**src/rtl/read_bmap_row.sv**
```systemverilog
// Bitmap row fetch engine: issues pipelined 32-bit word reads for a run of
// 16-bit pixels and streams the unpacked pixels out in x order.
module read_bmap_row #(
    parameter int DATA_WIDTH  = 32,
    parameter int ADDR_WIDTH  = 32,
    parameter int PIXEL_WIDTH = 16,
    parameter int PIPE_LEN    = 4
) (
    input  logic                   aclk,
    input  logic                   aresetn,
    input  logic                   req,
    input  logic [ADDR_WIDTH-1:0]  fb_base_in,
    input  logic [31:0]            wmod_in,
    input  logic signed [31:0]     xcur_in,
    input  logic signed [31:0]     ycur_in,
    input  logic signed [31:0]     cnt_in,
    output logic                   mem_rd,
    output logic [ADDR_WIDTH-1:0]  mem_addr,
    input  logic                   mem_ready,
    input  logic [DATA_WIDTH-1:0]  mem_rdata,
    input  logic                   mem_rvalid,
    output logic                   pix_req,
    output logic [PIXEL_WIDTH-1:0] pixel,
    input  logic                   pix_resp,
    output logic                   busy
);
    localparam int PW = $clog2(PIPE_LEN);
    localparam int CW = PW + 1;
    localparam logic [CW:0] PIPE_LIM = (CW + 1)'(PIPE_LEN);

    typedef enum logic [1:0] {
        S_IDLE = 2'd0,
        S_RUN  = 2'd1,
        S_DONE = 2'd2
    } state_t;

    state_t                state_r;
    state_t                state_nx;
    logic [ADDR_WIDTH-1:0] addr_r;
    logic [31:0]           words_left_r;
    logic [31:0]           pix_left_r;
    logic                  lane_r;
    logic                  busy_r;
    logic [CW-1:0]         outst_r;
    logic [CW-1:0]         fifo_cnt_r;
    logic [PW-1:0]         wr_ptr_r;
    logic [PW-1:0]         rd_ptr_r;
    logic [DATA_WIDTH-1:0] fifo_r [PIPE_LEN];

    logic [31:0]           n_s;
    logic [31:0]           prod_s;
    logic [ADDR_WIDTH-1:0] start_s;
    logic [31:0]           nwords_s;
    logic [CW:0]           credit_s;
    logic [DATA_WIDTH-1:0] head_s;
    logic                  run_s;
    logic                  issue_s;
    logic                  accept_s;
    logic                  push_s;
    logic                  avail_s;
    logic                  xfer_s;
    logic                  last_s;
    logic                  pop_s;

    // Request decode and per-cycle handshake qualifiers.
    always_comb begin
        n_s      = (cnt_in > 32'sd0) ? $unsigned(cnt_in) : 32'd0;
        prod_s   = ycur_in * wmod_in;
        start_s  = fb_base_in + ADDR_WIDTH'(prod_s) + ADDR_WIDTH'($unsigned(xcur_in) << 1);
        nwords_s = 32'(({32'd0, start_s[1]} + {1'b0, n_s} + 33'd1) >> 1);
        run_s    = (state_r == S_RUN);
        credit_s = {1'b0, outst_r} + {1'b0, fifo_cnt_r};
        // Outstanding reads are counted against FIFO space so a response always has a slot.
        issue_s  = run_s && (words_left_r != 32'd0) && (credit_s < PIPE_LIM);
        accept_s = issue_s && mem_ready;
        push_s   = run_s && mem_rvalid;
        avail_s  = run_s && (fifo_cnt_r != {CW{1'b0}});
        xfer_s   = avail_s && pix_resp;
        last_s   = xfer_s && (pix_left_r == 32'd1);
        pop_s    = xfer_s && (lane_r || (pix_left_r == 32'd1));
        head_s   = fifo_r[rd_ptr_r];
    end

    // Next-state logic.
    always_comb begin
        state_nx = state_r;
        case (state_r)
            S_IDLE: begin
                if (req) begin
                    state_nx = (n_s == 32'd0) ? S_DONE : S_RUN;
                end else begin
                    state_nx = S_IDLE;
                end
            end
            S_RUN: begin
                if (last_s) begin
                    state_nx = S_DONE;
                end else begin
                    state_nx = S_RUN;
                end
            end
            S_DONE:  state_nx = S_IDLE;
            default: state_nx = S_IDLE;
        endcase
    end

    // State register, issue address/counters, unpacker lane and busy flag.
    always_ff @(posedge aclk) begin
        if (!aresetn) begin
            state_r      <= S_IDLE;
            busy_r       <= 1'b0;
            addr_r       <= {ADDR_WIDTH{1'b0}};
            words_left_r <= 32'd0;
            pix_left_r   <= 32'd0;
            lane_r       <= 1'b0;
            outst_r      <= {CW{1'b0}};
        end else begin
            state_r <= state_nx;
            case (state_r)
                S_IDLE: begin
                    if (req) begin
                        busy_r       <= 1'b1;
                        addr_r       <= start_s & ~ADDR_WIDTH'(3);
                        words_left_r <= nwords_s;
                        pix_left_r   <= n_s;
                        lane_r       <= start_s[1];
                        outst_r      <= {CW{1'b0}};
                    end else begin
                        busy_r <= 1'b0;
                    end
                end
                S_RUN: begin
                    if (accept_s) begin
                        addr_r       <= addr_r + ADDR_WIDTH'(4);
                        words_left_r <= words_left_r - 32'd1;
                    end
                    if (accept_s && !push_s) begin
                        outst_r <= outst_r + CW'(1);
                    end else if (!accept_s && push_s) begin
                        outst_r <= outst_r - CW'(1);
                    end
                    if (xfer_s) begin
                        pix_left_r <= pix_left_r - 32'd1;
                        lane_r     <= !pop_s;
                    end
                    if (last_s) begin
                        busy_r <= 1'b0;
                    end
                end
                S_DONE:  busy_r <= 1'b0;
                default: busy_r <= 1'b0;
            endcase
        end
    end

    // Word FIFO between the memory response port and the unpacker.
    always_ff @(posedge aclk) begin
        if (!aresetn) begin
            wr_ptr_r   <= {PW{1'b0}};
            rd_ptr_r   <= {PW{1'b0}};
            fifo_cnt_r <= {CW{1'b0}};
            for (int i = 0; i < PIPE_LEN; i++) begin
                fifo_r[i] <= {DATA_WIDTH{1'b0}};
            end
        end else if ((state_r == S_IDLE) && req) begin
            wr_ptr_r   <= {PW{1'b0}};
            rd_ptr_r   <= {PW{1'b0}};
            fifo_cnt_r <= {CW{1'b0}};
        end else begin
            if (push_s) begin
                fifo_r[wr_ptr_r] <= mem_rdata;
                wr_ptr_r         <= wr_ptr_r + PW'(1);
            end
            if (pop_s) begin
                rd_ptr_r <= rd_ptr_r + PW'(1);
            end
            if (push_s && !pop_s) begin
                fifo_cnt_r <= fifo_cnt_r + CW'(1);
            end else if (!push_s && pop_s) begin
                fifo_cnt_r <= fifo_cnt_r - CW'(1);
            end
        end
    end

    // Outputs are decoded from registered state only; all zero outside RUN.
    assign mem_rd   = issue_s;
    assign mem_addr = run_s ? addr_r : {ADDR_WIDTH{1'b0}};
    assign pix_req  = avail_s;
    assign pixel    = !avail_s ? {PIXEL_WIDTH{1'b0}}
                    : (lane_r ? head_s[2*PIXEL_WIDTH-1:PIXEL_WIDTH] : head_s[PIXEL_WIDTH-1:0]);
    assign busy     = busy_r;

endmodule

```
**config.mk**
```make
export PLATFORM = sky130hd
export DESIGN_NAME = read_bmap_row
export DESIGN_NICKNAME = d
export VERILOG_FILES = /design/src/rtl/read_bmap_row.sv
export SDC_FILE = /design/constraint.sdc
export NUM_CORES = 2
export LEC_CHECK = 0
export ABC_CLOCK_PERIOD_IN_PS = 9800
export CAP_MARGIN = 15
export CORE_MARGIN = 4
export CORE_UTILIZATION = 41
export DETAILED_ROUTE_END_ITERATION = 6
export DONT_BUFFER_PORTS = 1
export GPL_ROUTABILITY_DRIVEN = 1
export HOLD_SLACK_MARGIN = 0.03
export SKIP_CTS_REPAIR_TIMING = 1
export SLEW_MARGIN = 0
export SYNTH_ARGS = -nofsm -noshare
export SYNTH_HDL_FRONTEND = slang
export SYNTH_SLANG_ARGS = --single-unit
```
**constraint.sdc**
```tcl
create_clock -name aclk -period 9.8 [get_ports aclk]
set_input_delay 0.98 -clock aclk [delete_from_list [all_inputs] [get_ports aclk]]
set_output_delay 0.98 -clock aclk [all_outputs]
set_load 0.02 [all_outputs]
```
; ---- Word level (Yosys, flattened, before mapping)
; Memory sizes are Yosys's and may differ from the RTL's. A register that Yosys moved wholly into a read port is not among the register bits.
; Index checks and enable logic that the tools add are counted.
[word_totals]
regBits = 110
mem_bits_rw = 128
inputBits = 198
out_inout_bits = 51
wordCells = 103
n_memories = 1
[memory_table]
columns = name, depth, width, rd, rd_ports_with_merged_regs, write_ports, line_no
row1 = fifo_r, 4, 32, 1, 1, 4, 48  ; logic [DATA_WIDTH-1:0] fifo_r [PIPE_LEN];
[op_classes]
n_addsub = 14
mul = 1
order_cmp = 2
eq_ne = 7
mux = 39
n_bitwise = 1
reduce_logical = 28
[op_table]
columns = op, n
row1 = $mux W32, 9
row2 = $pmux W32 S2, 3
row3 = $add A32 B32 Y32, 2
row4 = $sub A32 B1 Y32 const B, 2
row5 = $add A1 B32 Y33, 1
row6 = $add A33 B1 Y33 const B, 1
row7 = $add A32 B3 Y32 const B, 1
row8 = $eq A32 B1 Y1 const B, 1
row9 = $gt A32 B1 Y1 const B, 1
row10 = $logic_not A32 Y1, 1
row11 = $mul A32 B32 Y32, 1
row12 = $mux W16, 2
row13 = $reduce_bool A32 Y1, 1
row14 = $reduce_or A32 Y1, 1
row15 = $mux W3, 5
row16 = $logic_and A1 B1 Y1, 13
row17 = $mux W2, 6
row18 = $mux W1, 10
row19 = $reduce_and A3 Y1, 3
row20 = $add A3 B1 Y3 const B, 2
row21 = $ne A2 B1 Y1 const B, 3
row22 = $pmux W3 S2, 1
row23 = $sub A3 B1 Y3 const B, 2
row24 = $add A2 B1 Y2 const B, 2
row25 = other kinds (14), 18

; ---- Logic depth before layout (Yosys ltp)
[logic_depth]
word_depth = 9
mapped_depth = 30
depth_no_buf = 28

; ---- Least setup slack after synthesis
; Ideal clock, no wire load.
[synth_timing]
path_type = input-to-reg
start = input ycur_in[13]
end = register addr_r[30]
arrival_ns = 7.592
path_slack_ns = 2.076
stages = 29
path_buffers = 2
cell_sequence = clkbuf_1 -> clkbuf_1 -> nand2_1 -> fa_1 -> inv_1 -> fa_1 -> fa_1 -> inv_1 -> fa_1 -> inv_1 -> ha_1 -> inv_1 -> fa_1 -> inv_1 -> fa_1 -> inv_1 -> fa_1 -> inv_1 -> ha_1 -> and3_1 -> nand3_1 -> a2bb2oi_1 -> o311ai_1 -> o41ai_2 -> o21ai_1 -> a2111oi_1 -> o31ai_1 -> xnor2_1 -> o32ai_2
[synth_between]
elab_chain_cells = 5
[synth_rtl]
columns = item, line_no
row1 = start: declaration, 15  ; input logic signed [31:0] ycur_in,
row2 = $mul A32 B32 Y32, 68  ; prod_s = ycur_in * wmod_in;
row3 = $add A32 B32 Y32 (2 in a row), 69  ; start_s = fb_base_in + ADDR_WIDTH'(prod_s) + ADDR_WIDTH'($unsigned(xcur_in) << 1);
row4 = $mux W32, 121  ; if (req) begin
row5 = $pmux W32 S2, 119  ; case (state_r)
row6 = end signal: assignment, 112  ; addr_r <= {ADDR_WIDTH{1'b0}};
row7 = end signal: assignment, 123  ; addr_r <= start_s & ~ADDR_WIDTH'(3);
row8 = end signal: assignment, 134  ; addr_r <= addr_r + ADDR_WIDTH'(4);
row9 = end: declaration, 39  ; logic [ADDR_WIDTH-1:0] addr_r;
; No other way between the ends. The select of a mux whose other input is x is not followed.
; A chain may end at the register's enable or synchronous reset.

; ---- Worst setup path in the final report
[layout_timing]
start = input wmod_in[1]
end = register addr_r[30]
[layout_between]
elab_chain_cells = 5
[layout_rtl]
columns = item, line_no
row1 = start: declaration, 13  ; input logic [31:0] wmod_in,
row2 = $mul A32 B32 Y32, 68
row3 = $add A32 B32 Y32 (2 in a row), 69
row4 = $mux W32, 121
row5 = $pmux W32 S2, 119
; No other way between the ends. The select of a mux whose other input is x is not followed.

==> impl_metrics.yaml <==
status:
  status: "finished, final reports clean"
logic_synthesis:
  syn_area_sq_um: 30300
  yosys.cell_types.count: 75
  synth_area_leaders: "fa_1 (31%), edfxtp_1 (13%), inv_1 (7.6%)"
  seq_area_frac_synth_pct: 19.9
  synth_cells: 3369
  ys_top_cells_by_count: "inv_1 (616), fa_1 (469), and2_1 (363), nand2_1 (341), nor2_1 (257)"
  synth_top_cell_by_area: "fa_1"
  synth_ff_type: "edfxtp_1"
  yosys_warnings: 0
  yosysTopAreaCellShare_pct: 31.0
  synthArstFlopShare_pct: 0
  synth-edff-count: 128
  synth.avg_cell_area_sq_um: 9.00
  synth-seq-cells: 238
  yosysMostFrequentCell: "inv_1"
clocking:
  clkLatencyLatePin_ns: 0.55
  numCtsBuffers: 24
  clkSinkCount: 238
  htreeDepth: 1
  clkTransAtPathRegs_ns: 0.06
  cts_tree: "built"
  cts_max_path_buffers: 3
  root_buffer: "clkbuf_16"
placement:
  dpl.hpwl_mm: 63.6
  globalplace.congestion: 0.841
  portBuffers: 0
  postPlaceCellArea_sq_um: 31000
  dp_slack_ns: 1.55
global_routing:
  grt.overflow.total: 0
  top_usage_layer: "met2"
  grtUsageMet1_pct: 28.6
  grt_util_all_layers_pct: 21.4
  grt_first_pass_wirelength_mm: 132
  use_met2_pct: 35.7
  grt_util_met3_pct: 5.82
  grt_max_degree: 68
  grt_pass1_vias: 22673
  antenna_found_initial: 6
critical_path:
  rrSetupSlack_ns: 6.21
  cpPeakStageDelay_ns: 0.57
  crit_path_end_kind: "register"
  required_ns: 10.19
  crit_type: "primary input to register"
  crit_path_start: "wmod_in[1]"
  reg2reg_to: "words_left_r[31]$_SDFFE_PN0P_"
  cp.arrival_ns: 8.14
  cp_max_fo: 31
  timing.critical_path.mode_cell: "fa_1"
  start_kind: "primary input"
  reg2reg_depth: 9
  crit_end: "addr_r[30]$_SDFFE_PN0P_"
  worst_path_max_delay_cell: "a2111oi_1"
  crit_chain: "and2_1 -> fa_1 -> fa_1 -> inv_1 -> fa_1 -> fa_1 -> fa_1 -> fa_1 -> inv_1 -> fa_1 -> inv_1 -> fa_1 -> inv_1 -> ha_1 -> nand3_1 -> a2bb2oi_1 -> o311ai_1 -> o41ai_2 -> o21ai_1 -> a2111oi_1 -> o31ai_1 -> xnor2_1 -> o32ai_2"
  rr_startpoint: "words_left_r[6]$_SDFFE_PN0P_"
floorplanning:
  core_area_sq_um: 73100
  die_y_microns: 280
  ios: 249
  die_w_microns: 280
  row_count: 99
  fp.dieArea_sq_um: 78300
  start_util_pct: 41.5
drt:
  dr.first_iter.drc_count: 1146
  routed_wl_mm: 83.1
  drt-pass1-iter-count: 5
  drc: 0
  vias: 21887
  wl_per_cell_microns: 19.7
  ant_nets: 0
  drt-vias-per-instance: 5.20
sta:
  max_freq_mhz: 129
  clock_skew_ns: 0.0159
  holdWs_ns: 0.473
  finalCriticalPeriod_ns: 7.74
  hold_viol: 0
  maxSlewHeadroom_pct: 33.4
  worst_slack_ns: 2.06
  setup_violations: 0
  worst_pin_slew_ns: 0.991
  maxSlewViolCount: 0
  timing.final.crit_share_pct: 79.0
  rsz0062_at_grt: "no"
  tns_ns: 0
final_layout:
  num-nets-final: 4036
  seqCellArea_sq_um: 6050
  multiInputGateArea_sq_um: 21300
  fill_cells: 7280
  areaGrowthSynthToFinish_pct: 4.84
  drive_gt1_share_pct: 3.72
  fin_area_sq_um: 31800
run:
  drv_cap: 0
hold_path:
  min-delay-path-class: "register to register"
==> state kept, by name, indices dropped and copies added, names as in the netlist, named ones only <==
register	cells
lane_r	1
pix_left_r	32
wr_ptr_r	2
outst_r	3
rd_ptr_r	2
fifo_r	128
state_r	2
addr_r	30
fifo_cnt_r	3
words_left_r	32
busy	1
==> worst min path at each step <==
stage | start | to | slack [ns] | cells past startpoint
2_1_floorplan | pix_left_r[18]$_SDFFE_PN0P_ | pix_left_r[18]$_SDFFE_PN0P_ | 0.45 | 2
3_3_place_gp | words_left_r[30]$_SDFFE_PN0P_ | words_left_r[30]$_SDFFE_PN0P_ | 0.46 | 2
3_5_place_dp | words_left_r[17]$_SDFFE_PN0P_ | words_left_r[17]$_SDFFE_PN0P_ | 0.47 | 2
4_1_cts | words_left_r[17]$_SDFFE_PN0P_ | words_left_r[17]$_SDFFE_PN0P_ | 0.48 | 2
5_1_grt | words_left_r[21]$_SDFFE_PN0P_ | words_left_r[21]$_SDFFE_PN0P_ | 0.49 | 2
6_report | words_left_r[17]$_SDFFE_PN0P_ | words_left_r[17]$_SDFFE_PN0P_ | 0.47 | 2
==> cell families after synthesis <==
kind of cell             share of synthesized area (%)
other                                           0.0124
flip-flops                                        19.9
AND/OR/NAND/NOR                                   19.1
multiplexers                                      2.98
XOR/XNOR                                          3.79
adder cells (fa/ha/maj)                           36.6
AO/OA/AOI/OAI                                     7.50
buffers and inverters                             10.1
==> per-stage QoR <==
step / std cells / utilization [%]
after floorplan: 3370 / -
after global placement: 4165 / 42.4
after detailed placement: 4165 / 42.4
after CTS: 4209 / 43.5
after global routing: 4210 / 43.5
final: 4211 / 43.5
==> worst max-delay path, delay by kind of cell <==
family | cells | cell delay (ns)
fa+ha+maj | 9 | 4.35
buf+inv | 4 | 0.24
simple gates | 2 | 0.30
xor+xnor | 1 | 0.28
compound gates | 7 | 1.95
==> metal layers <==
| layer | part of all wire, % | wire, microns |
|---|---|---|
| met1 | 42 | 34900 |
| met3 | 8.3 | 6890 |
| met2 | 48 | 40000 |
| met4 | 1.6 | 1290 |
| met5 | 0.057 | 47 |
==> layout make-up <==
class                      instances  share of cell area (%)
multi-input combinational       2334                    66.9
sequential                       238                    19.0
inverter                         616                    7.28
tap                              959                    3.78
clock buffer                      32                    2.14
timing repair buffer              18                   0.425
clock inverter                    12                   0.398
antenna                            2                  0.0158
==> placed cells by master, fill, tap and decap left out, types with 41 or more instances in the layout <==
cell type	n
inv_1	615
fa_1	469
and2_1	363
nand2_1	339
nor2_1	256
a21oi_1	137
ha_1	137
edfxtp_1	128
dfxtp_1	109
o21ai_0	98
xnor2_1	96
nand3_1	51
nor3_1	41
Power is not shown: default switching activity piles up to over one toggle a cycle in this logic, so the estimate is an artifact.
